===== src/rtl/instr_arbiter.sv =====
// Round-robin arbiter sharing one in-order execution core among N_REQ requesters.
// An in-order tag FIFO remembers who issued each instruction so results route back to the issuer.
module instr_arbiter #(
  parameter int N_REQ      = 4,
  parameter int DATA_WIDTH = 8,
  parameter int TAG_DEPTH  = 4
) (
  input  logic                           i_CLK,
  input  logic                           i_RSTn,
  input  logic [32*N_REQ-1:0]            i_req_instr,
  input  logic [N_REQ-1:0]               i_req_valid,
  output logic [N_REQ-1:0]               o_req_ready,
  output logic [DATA_WIDTH-1:0]          o_rsp_data,
  output logic [N_REQ-1:0]               o_rsp_valid,
  output logic [31:0]                    o_core_instr,
  output logic                           o_core_valid,
  input  logic                           i_core_ready,
  input  logic [DATA_WIDTH-1:0]          i_core_data,
  input  logic                           i_core_valid,
  output logic [$clog2(TAG_DEPTH+1)-1:0] o_outstanding,
  output logic                           o_err_orphan
);
  localparam int IDX_W = $clog2(N_REQ);
  localparam int PTR_W = $clog2(TAG_DEPTH);
  localparam int CNT_W = $clog2(TAG_DEPTH+1);

  logic [IDX_W-1:0]      rr_q, rr_d;
  logic [PTR_W-1:0]      wptr_q, rptr_q;
  logic [CNT_W-1:0]      count_q, count_d;
  logic [IDX_W-1:0]      tag_q [TAG_DEPTH];
  logic [DATA_WIDTH-1:0] rsp_data_q;
  logic [N_REQ-1:0]      rsp_valid_q;
  logic                  err_orphan_q;

  logic                  gnt_any_s;
  logic [IDX_W-1:0]      gnt_idx_s;
  logic [IDX_W-1:0]      cand_s;
  logic                  full_s;
  logic                  fire_s;
  logic                  pop_s;

  function automatic logic [N_REQ-1:0] onehot(input logic [IDX_W-1:0] idx);
    logic [N_REQ-1:0] one;
    one = {{(N_REQ-1){1'b0}}, 1'b1};
    return one << idx;
  endfunction

  // Round-robin search: first valid requester at or after the rr pointer, with wrap
  always_comb begin
    gnt_any_s = 1'b0;
    gnt_idx_s = '0;
    cand_s    = '0;
    for (int i = 0; i < N_REQ; i++) begin
      cand_s = IDX_W'((int'(rr_q) + i) % N_REQ);
      if (!gnt_any_s && i_req_valid[cand_s]) begin
        gnt_any_s = 1'b1;
        gnt_idx_s = cand_s;
      end else begin
        gnt_any_s = gnt_any_s;
      end
    end
  end

  // Core-side handshake; full comes only from the registered count, never from i_core_valid
  always_comb begin
    full_s       = (count_q == CNT_W'(TAG_DEPTH));
    o_core_valid = gnt_any_s & ~full_s;
    fire_s       = o_core_valid & i_core_ready;
    pop_s        = i_core_valid & (count_q != '0);
    o_req_ready  = '0;
    if (gnt_any_s) begin
      o_core_instr = i_req_instr[32*gnt_idx_s +: 32];
      o_req_ready[gnt_idx_s] = i_core_ready & ~full_s;
    end else begin
      o_core_instr = 32'd0;
    end
  end

  // Next-state for the rr pointer and the outstanding count
  always_comb begin
    if (fire_s) begin
      rr_d = (gnt_idx_s == IDX_W'(N_REQ-1)) ? '0 : gnt_idx_s + 1'b1;
    end else begin
      rr_d = rr_q;
    end
    case ({fire_s, pop_s})
      2'b10:   count_d = count_q + CNT_W'(1);
      2'b01:   count_d = count_q - CNT_W'(1);
      default: count_d = count_q;
    endcase
  end

  // State, tag FIFO and registered response/error outputs
  always_ff @(posedge i_CLK or negedge i_RSTn) begin
    if (!i_RSTn) begin
      rr_q         <= '0;
      wptr_q       <= '0;
      rptr_q       <= '0;
      count_q      <= '0;
      rsp_data_q   <= '0;
      rsp_valid_q  <= '0;
      err_orphan_q <= 1'b0;
      for (int i = 0; i < TAG_DEPTH; i++) begin
        tag_q[i] <= '0;
      end
    end else begin
      rr_q    <= rr_d;
      count_q <= count_d;
      if (fire_s) begin
        tag_q[wptr_q] <= gnt_idx_s;
        wptr_q        <= wptr_q + 1'b1;
      end else begin
        wptr_q <= wptr_q;
      end
      if (pop_s) begin
        rsp_data_q  <= i_core_data;
        rsp_valid_q <= onehot(tag_q[rptr_q]);
        rptr_q      <= rptr_q + 1'b1;
      end else begin
        rsp_valid_q <= '0;
      end
      // A result with nothing outstanding is dropped and flagged until reset
      if (i_core_valid && (count_q == '0)) begin
        err_orphan_q <= 1'b1;
      end else begin
        err_orphan_q <= err_orphan_q;
      end
    end
  end

  assign o_rsp_data    = rsp_data_q;
  assign o_rsp_valid   = rsp_valid_q;
  assign o_outstanding = count_q;
  assign o_err_orphan  = err_orphan_q;

endmodule


===== config.mk =====
export PLATFORM = sky130hd
export DESIGN_NAME = instr_arbiter
export DESIGN_NICKNAME = d
export VERILOG_FILES = /design/src/rtl/instr_arbiter.sv
export SDC_FILE = /design/constraint.sdc
export NUM_CORES = 1
export LEC_CHECK = 0
export CORE_MARGIN = 2
export CORE_UTILIZATION = 33
export DETAILED_ROUTE_END_ITERATION = 10
export PLACE_DENSITY = 0.81
export SYNTH_ARGS = -nofsm -noshare
export SYNTH_HDL_FRONTEND = slang
export SYNTH_SLANG_ARGS = --single-unit
export TNS_END_PERCENT = 1

===== constraint.sdc =====
create_clock -name i_CLK -period 3.1 [get_ports i_CLK]
set_clock_uncertainty 0.15 [all_clocks]
set_input_delay 0.62 -clock i_CLK [delete_from_list [all_inputs] [get_ports i_CLK]]
set_output_delay 0.62 -clock i_CLK [all_outputs]
set_load 0.01 [all_outputs]

==> results.txt, run 1 <==
Leakage power - 2.24 nW
Slew Limit Headroom - 75.4%
Initial Util - 33.7%
WL per Instance - 16.8 um
Max VDD drop - 361 uV
Synth Flop Type - dfrtp_1
Post-synthesis instance total - 243
Clk buf depth - 2
Yosys cell types - 34
Number of remaining DRC errors - 0
Die area - 0.00802 mm2
Routability cong. - 0.821
Critical path launch point type - input port
Area occupied by multi-input gates - 0.00157 mm2
IO buf count - 196
CP endpoint kind - primary output
Dpl ws - -0.450 ns
Proportion of layout cells with a drive suffix above 1 - 16.2%
Post-synth EDFFs - 0
Final hold viol count - 0
Yosys synthesis warning count - 0
Crit-path most repeated cell - dlygate4sd2_1
Vias post-DR - 2,732
Num CTS Buffers - 5
Row cnt - 31
Part of the cycle the worst path needs - 99.1%
Dpl cell area - 0.00470 mm2
Vias in the first global route - 2,784
Mux share of post-synthesis cell area - 33.1%
HPWL Detailed - 7.66 mm
Final setup margin - 0.0268 ns
Synth Area in XOR/XNOR - 2.18%
PwrDens - 730 mW/mm2
Final setup fails - 0
Reg area - 751 um2
Seq/Total Area, Yosys - 31.1%
CP cell instances - dlygate4sd2_1, nand3b_1, a2bb2oi_4, buf_4, buf_12, inv_1, ha_1, and3_1, dlygate4sd2_1
Total Wirelength - 9.45 mm
Post-synthesis compound-gate area fraction - 10.7%
Sink Count - 30
First-pass GRT wire length - 13.5 mm
Clk_lat worst skew - 0.28 ns
Remaining global-route overflow - 0
Clk slew on worst S/H paths - 0.06 ns
Fillcell total - 574
Status - finished clean
Drt pass-1 iters - 4
Layout area overhead - 101%
Syn Area/Cell - 9.94 um2
Final slew viol count - 0
Slowest CP cell - dlygate4sd2_1
Nets - 615
Worst slew pin tran - 0.368 ns
Fmax - 325 MHz
Antenna Cells - 0
Hold Path Class - register to register
CP arrival - 2.30 ns
H-tree levels - 2
RSZ-0062 raised after global routing - yes
Core area - 0.00718 mm2
Worst path top cell family by delay - buffers and inverters
CP bufs+invs - 5
Synthesized Nets - 397
Setup TNS - 0 ns
Die X - 89.6 um
Initial DRC count - 67
Crit-path max cell delay - 0.28 ns
MaxCap Viol Count - 0
CTS root buf - clkbuf_8
Cts-stage hold buffer count - 0
Initial antenna violation count - 0
Post-Synth Simple-Gate Area - 11.2%
Antenna Nets Post-Route - 0
Die height - 89.6 um
Combinational family with the most area after synthesis - multiplexers
WP data required - 2.33 ns
Yosys reg bits - 30
CP max FO - 15
Vias per cell - 4.87
Post-synth ARST share - 100%
Setup CP Type - input port to primary output
Post-route cell area - 0.00485 mm2
Largest net degree at the start of global routing - 31
Ports - 197
Synth Area in Adders - 5.49%
Area of the mapped netlist - 0.00242 mm2
CTS tree - built
Tmin final - 3.07 ns
Total Routing Usage GR - 21.7%
==> cell type report <==
cell class | count | share of cell area, %
clock inverter | 1 | 0.103
timing repair buffer | 228 | 47.0
multi-input combinational | 186 | 32.3
inverter | 10 | 0.773
tap | 99 | 2.55
sequential | 30 | 15.5
clock buffer | 7 | 1.78
==> cell usage after synthesis (4+ instances only) <==
cell type | count | area [um2]
xnor2_1 | 4 | 35.0
mux2_2 | 8 | 90.1
mux2i_1 | 65 | 651
ha_1 | 9 | 113
dfrtp_1 | 30 | 751
nand2_1 | 32 | 120
and3_1 | 5 | 31.3
buf_6 | 4 | 45.0
o22ai_1 | 32 | 200
inv_1 | 9 | 33.8
buf_2 | 9 | 45.0
==> worst reg2reg max path, delay by kind of cell, from the launching register on <==
| kind | cells | cell delay, ns |
|---|---|---|
| AO/OA/AOI/OAI | 1 | 0.14 |
| XOR/XNOR | 2 | 0.31 |
| adder cells (fa/ha/maj) | 2 | 0.53 |
| buffers and inverters | 3 | 0.28 |
| flip-flops | 1 | 0.42 |
| AND/OR/NAND/NOR | 2 | 0.32 |
==> per-stage QoR <==
stage	hold slack [ns]	cells	util, %	power [mW]
final	0.332	561	67.7	3.55
after global routing	0.346	561	67.7	3.79
after CTS	0.322	561	68.0	3.58
after detailed placement	0.303	547	65.5	3.24
after global placement	0.292	547	65.5	3.18
after floorplan	0.174	243	-	1.99
==> cell families (layout without fill, tap and decap cells) <==
group | Yosys count | count (layout)
xor gates and xnor gates | 6 | 6
adders and majority gates | 10 | 10
AOI/OAI and AO/OA | 41 | 41
buffers and inverters | 27 | 246
and+or+nand+nor | 53 | 53
muxes | 76 | 76
DFF | 30 | 30
==> timing repair <==
action / in CTS / in global routing
pin swaps: 1 / 1
resized for setup: 62 / 10
setup endpoints to repair: 38 / 30
gates cloned: 2 / 0
buffers inserted: 4 / 0
==> worst paths after layout <==
kind                                   from                to  slack [ns]  cells after the start
hold reg to reg               o_rsp_data[5]     o_rsp_data[5]        0.33                      2
max in group asynchronous            i_RSTn          tag_q[5]        1.94                      2
setup / recovery             i_req_valid[1]    o_req_ready[1]        0.03                      9
min in group asynchronous            i_RSTn          tag_q[4]        0.58                      2
setup reg to reg           o_outstanding[0]  o_outstanding[2]        0.90                     10
hold / removal                o_rsp_data[5]     o_rsp_data[5]        0.33                      2
==> placed cells by master, fill, tap and decap left out, drive strengths merged, types with 2 or more instances in the layout <==
| master | synthesis | final |
|---|---|---|
| a21oi | 3 | 3 |
| and2 | 2 | 2 |
| and3 | 5 | 5 |
| buf | 15 | 34 |
| bufbuf | 0 | 2 |
| clkbuf | 2 | 12 |
| clkdlybuf4s15 | 0 | 2 |
| clkdlybuf4s50 | 0 | 155 |
| dfrtp | 30 | 30 |
| dlygate4sd2 | 0 | 30 |
| ha | 9 | 9 |
| inv | 10 | 10 |
| mux2 | 9 | 9 |
| mux2i | 65 | 65 |
| mux4 | 2 | 2 |
| nand2 | 35 | 35 |
| nand2b | 2 | 2 |
| nor2 | 3 | 3 |
| nor3 | 3 | 3 |
| o21ai | 3 | 3 |
| o22ai | 32 | 32 |
| xnor2 | 4 | 4 |
| xor2 | 2 | 2 |
==> per-layer routing <==
metal	wire (um)	part of all wire [%]	track usage, %
met5	0	0	0
met2	4780	51	37.6
met4	175	1.9	6.11
met3	720	7.6	4.80
met1	3770	40	27.0
==> power breakdown <==
group | internal [mW] | switching (mW) | leakage [nW] | total [mW]
clock network | 0.179 | 0.139 | 0.0482 | 0.317
logic | 1.43 | 1.09 | 1.83 | 2.52
registers | 0.572 | 0.138 | 0.365 | 0.710
==> state kept, by name, indices dropped and copies added, names as in the netlist <==
name,count
rr_q,2
o_outstanding,3
wptr_q,2
o_rsp_data,8
o_err_orphan,1
o_rsp_valid,4
tag_q,8
rptr_q,2
(Power assumes the default switching activity.)
==> run 2, diff against run 1 <==
--- a/config.mk
+++ b/config.mk
@@ -5,10 +5,11 @@
 export SDC_FILE = /design/constraint.sdc
 export NUM_CORES = 1
 export LEC_CHECK = 0
-export CORE_MARGIN = 2
+export CORE_MARGIN = 1
 export CORE_UTILIZATION = 33
 export DETAILED_ROUTE_END_ITERATION = 10
 export PLACE_DENSITY = 0.81
+export SETUP_SLACK_MARGIN = 0.1
 export SYNTH_ARGS = -nofsm -noshare
 export SYNTH_HDL_FRONTEND = slang
 export SYNTH_SLANG_ARGS = --single-unit
==> constraint.sdc (replaced) <==
create_clock -name i_CLK -period 3.1 [get_ports i_CLK]
set_clock_uncertainty 0.15 [all_clocks]
set_input_delay 0.93 -clock i_CLK [delete_from_list [all_inputs] [get_ports i_CLK]]
set_output_delay 0.93 -clock i_CLK [all_outputs]
set_load 0.01 [all_outputs]
==> results.txt, run 2 (synthesis gave the netlist of run 1 again) <==
Status - complete, but fails checks (was finished clean)
Failing checks - negative setup slack
Layout area overhead - 111% (was 101%)
Routability cong. - 0.865 (was 0.821)
Num CTS Buffers - 5 (unchanged)
Slew Limit Headroom - 75.9% (was 75.4%)
CP arrival - 2.40 ns (was 2.30 ns)
Final slew viol count - 0 (unchanged)
Critical path launch point type - input port (unchanged)
PwrDens - 770 mW/mm2 (was 730 mW/mm2)
Drt pass-1 iters - 4 (unchanged)
Met3 GRT Util - 6.60% (was 4.80%)
Vias in the first global route - 2,868 (was 2,784)
Total Routing Usage GR - 26.1% (was 21.7%)
Core area - 0.00694 mm2 (was 0.00718 mm2)
Final setup fails - 36 (was 0)
CP max FO - 7 (was 15)
Clk pwr share - 7.5% (was 9.0%)
WL per Instance - 19.0 um (was 16.8 um)
Vias post-DR - 2,807 (was 2,732)
Comb power frac - 74.4% (was 71.0%)
Clk slew on worst S/H paths - 0.06 ns (about the same)
Die height - 87.6 um (was 89.6 um)
Max VDD drop - 470 uV (was 361 uV)
Total Wirelength - 10.8 mm (was 9.45 mm)
Switching share of power - 39.6% (was 38.6%)
Fmax - 287 MHz (was 325 MHz)
Row cnt - 30 (was 31)
Crit-path most repeated cell - buf_6 (was dlygate4sd2_1)
Internal - 2.37 mW (was 2.18 mW)
Most Crowded Layer GR - met2 (unchanged)
Worst R2R Start - o_outstanding[0] (unchanged)
IO buf count - 196 (unchanged)
Clk_lat worst skew - 0.28 ns (about the same)
Final setup margin - -0.380 ns (was 0.0268 ns)
Met1 Use GR - 30.7% (was 27.0%)
HPWL Detailed - 7.55 mm (was 7.66 mm)
Die X - 87.6 um (was 89.6 um)
Antenna Nets Post-Route - 0 (unchanged)
Crit-path max cell delay - 0.24 ns (was 0.28 ns)
Antenna Cells - 0 (unchanged)
RSZ-0062 raised after global routing - yes (unchanged)
Net Sw Power - 1.55 mW (was 1.37 mW)
Largest net degree at the start of global routing - 31 (unchanged)
Reg power frac - 18.1% (was 20.0%)
Hold_sp - o_err_orphan (was o_rsp_data[5])
Setup TNS - -10.36 ns (was 0 ns)
Tmin final - 3.48 ns (was 3.07 ns)
Worst slew pin tran - 0.362 ns (was 0.368 ns)
H-tree levels - 2 (unchanged)
MaxCap Viol Count - 0 (unchanged)
Initial DRC count - 71 (was 67)
Initial antenna violation count - 0 (unchanged)
Leakage power - 2.28 nW (was 2.24 nW)
Critical path origin - i_req_valid[0] (was i_req_valid[1])
Commonest non-fill, non-tap cells in the layout - clkdlybuf4s50_1 (155), mux2i_1 (52), buf_2 (35), nand2_1 (31), dfrtp_1 (30) (was clkdlybuf4s50_1 (155), mux2i_1 (64), nand2_1 (32), o22ai_1 (32))
Setup CP Type - input port to primary output (unchanged)
First-pass GRT wire length - 15.0 mm (was 13.5 mm)
Worst hold margin - 0.306 ns (was 0.332 ns)
Final hold viol count - 0 (unchanged)
Vias per cell - 4.94 (was 4.87)
Proportion of layout cells with a drive suffix above 1 - 29.7% (was 16.2%)
CP endpoint kind - primary output (unchanged)
Initial Util - 34.8% (was 33.7%)
CTS tree - built (unchanged)
Sink Count - 30 (unchanged)
Commonest non-fill, non-tap cell in the layout - clkdlybuf4s50_1 (unchanged)
Part of the cycle the worst path needs - 112% (was 99.1%)
Number of remaining DRC errors - 0 (unchanged)
Slowest CP cell - a2bb2oi_4 (was dlygate4sd2_1)
Ports - 197 (unchanged)
Met2 Use GR - 47.0% (was 37.6%)
CTS root buf - clkbuf_8 (unchanged)
Hold Path Class - register to register (unchanged)
CP cell instances - buf_8, a21oi_2, a2bb2oi_4, buf_6, buf_6, buf_16, buf_6, mux2i_1, o22ai_1, buf_2 (was dlygate4sd2_1, nand3b_1, a2bb2oi_4, buf_4, buf_12, inv_1, ha_1, and3_1, dlygate4sd2_1)
Die area - 0.00767 mm2 (was 0.00802 mm2)
WP data required - 2.02 ns (was 2.33 ns)
Clk buf depth - 2 (unchanged)
Nets - 626 (was 615)
Remaining global-route overflow - 0 (unchanged)
-- run 2: worst max-delay path, delay by kind of cell --
| kind | cells | cell delay, ns |
|---|---|---|
| buf+inv | 6 | 0.75 |
| mux | 1 | 0.20 |
| compound gates | 3 | 0.51 |
-- run 2: final timing paths --
kind / end / slack, ns / depth (start not counted)
setup / recovery: o_core_instr[17] / -0.38 / 10
hold / removal: o_err_orphan / 0.31 / 1
setup reg to reg: o_outstanding[2] / 0.80 / 11
hold reg to reg: o_err_orphan / 0.31 / 1
max in group asynchronous: o_rsp_valid[3] / 1.65 / 2
min in group asynchronous: o_rsp_data[1] / 0.88 / 2
-- run 2: layer usage --
layer | vias to the layer above | routed length [um]
li1 | 1344 | -
met1 | 1329 | 4130
met2 | 110 | 5570
met3 | 24 | 759
met4 | 0 | 309
met5 | - | 0
-- run 2: per-stage QoR --
step / cells / instance area (um2) / utilization (%) / power [mW] / worst slack (ns)
after global placement: 542 / 4660 / 67.2 / 3.15 / -1.02
after CTS: 565 / 4990 / 71.8 / 3.78 / -0.349
final: 568 / 5090 / 73.3 / 3.92 / -0.380
after detailed placement: 542 / 4660 / 67.2 / 3.21 / -1.07
after floorplan: 243 / 2450 / - / 2.02 / 0.0744
after global routing: 568 / 5090 / 73.3 / 4.15 / -0.466
-- run 2: area by class of cell --
type                       instances  area, um2
tap                               96        120
inverter                          10       40.0
clock buffer                       7       76.3
timing repair buffer             239       2370
sequential                        30        751
multi-input combinational        186       1730
fill                             494       1850
-- run 2: repair_timing --
item	4_1_cts	5_1_grt
endpoints found under the setup margin	47	38
cloned	6	0
setup buffers	10	4
hold buffers	0	0
resized for setup	196	34
pin swaps	9	11
-- run 2: power groups by stage --
stage / Clock, mW / Combinational (mW) / Sequential (mW)
after floorplan: 0 / 1.30 / 0.721
after global placement: 0 / 2.45 / 0.697
after detailed placement: 0 / 2.50 / 0.707
after CTS: 0.299 / 2.78 / 0.704
after global routing: 0.323 / 3.10 / 0.734
final: 0.294 / 2.92 / 0.709
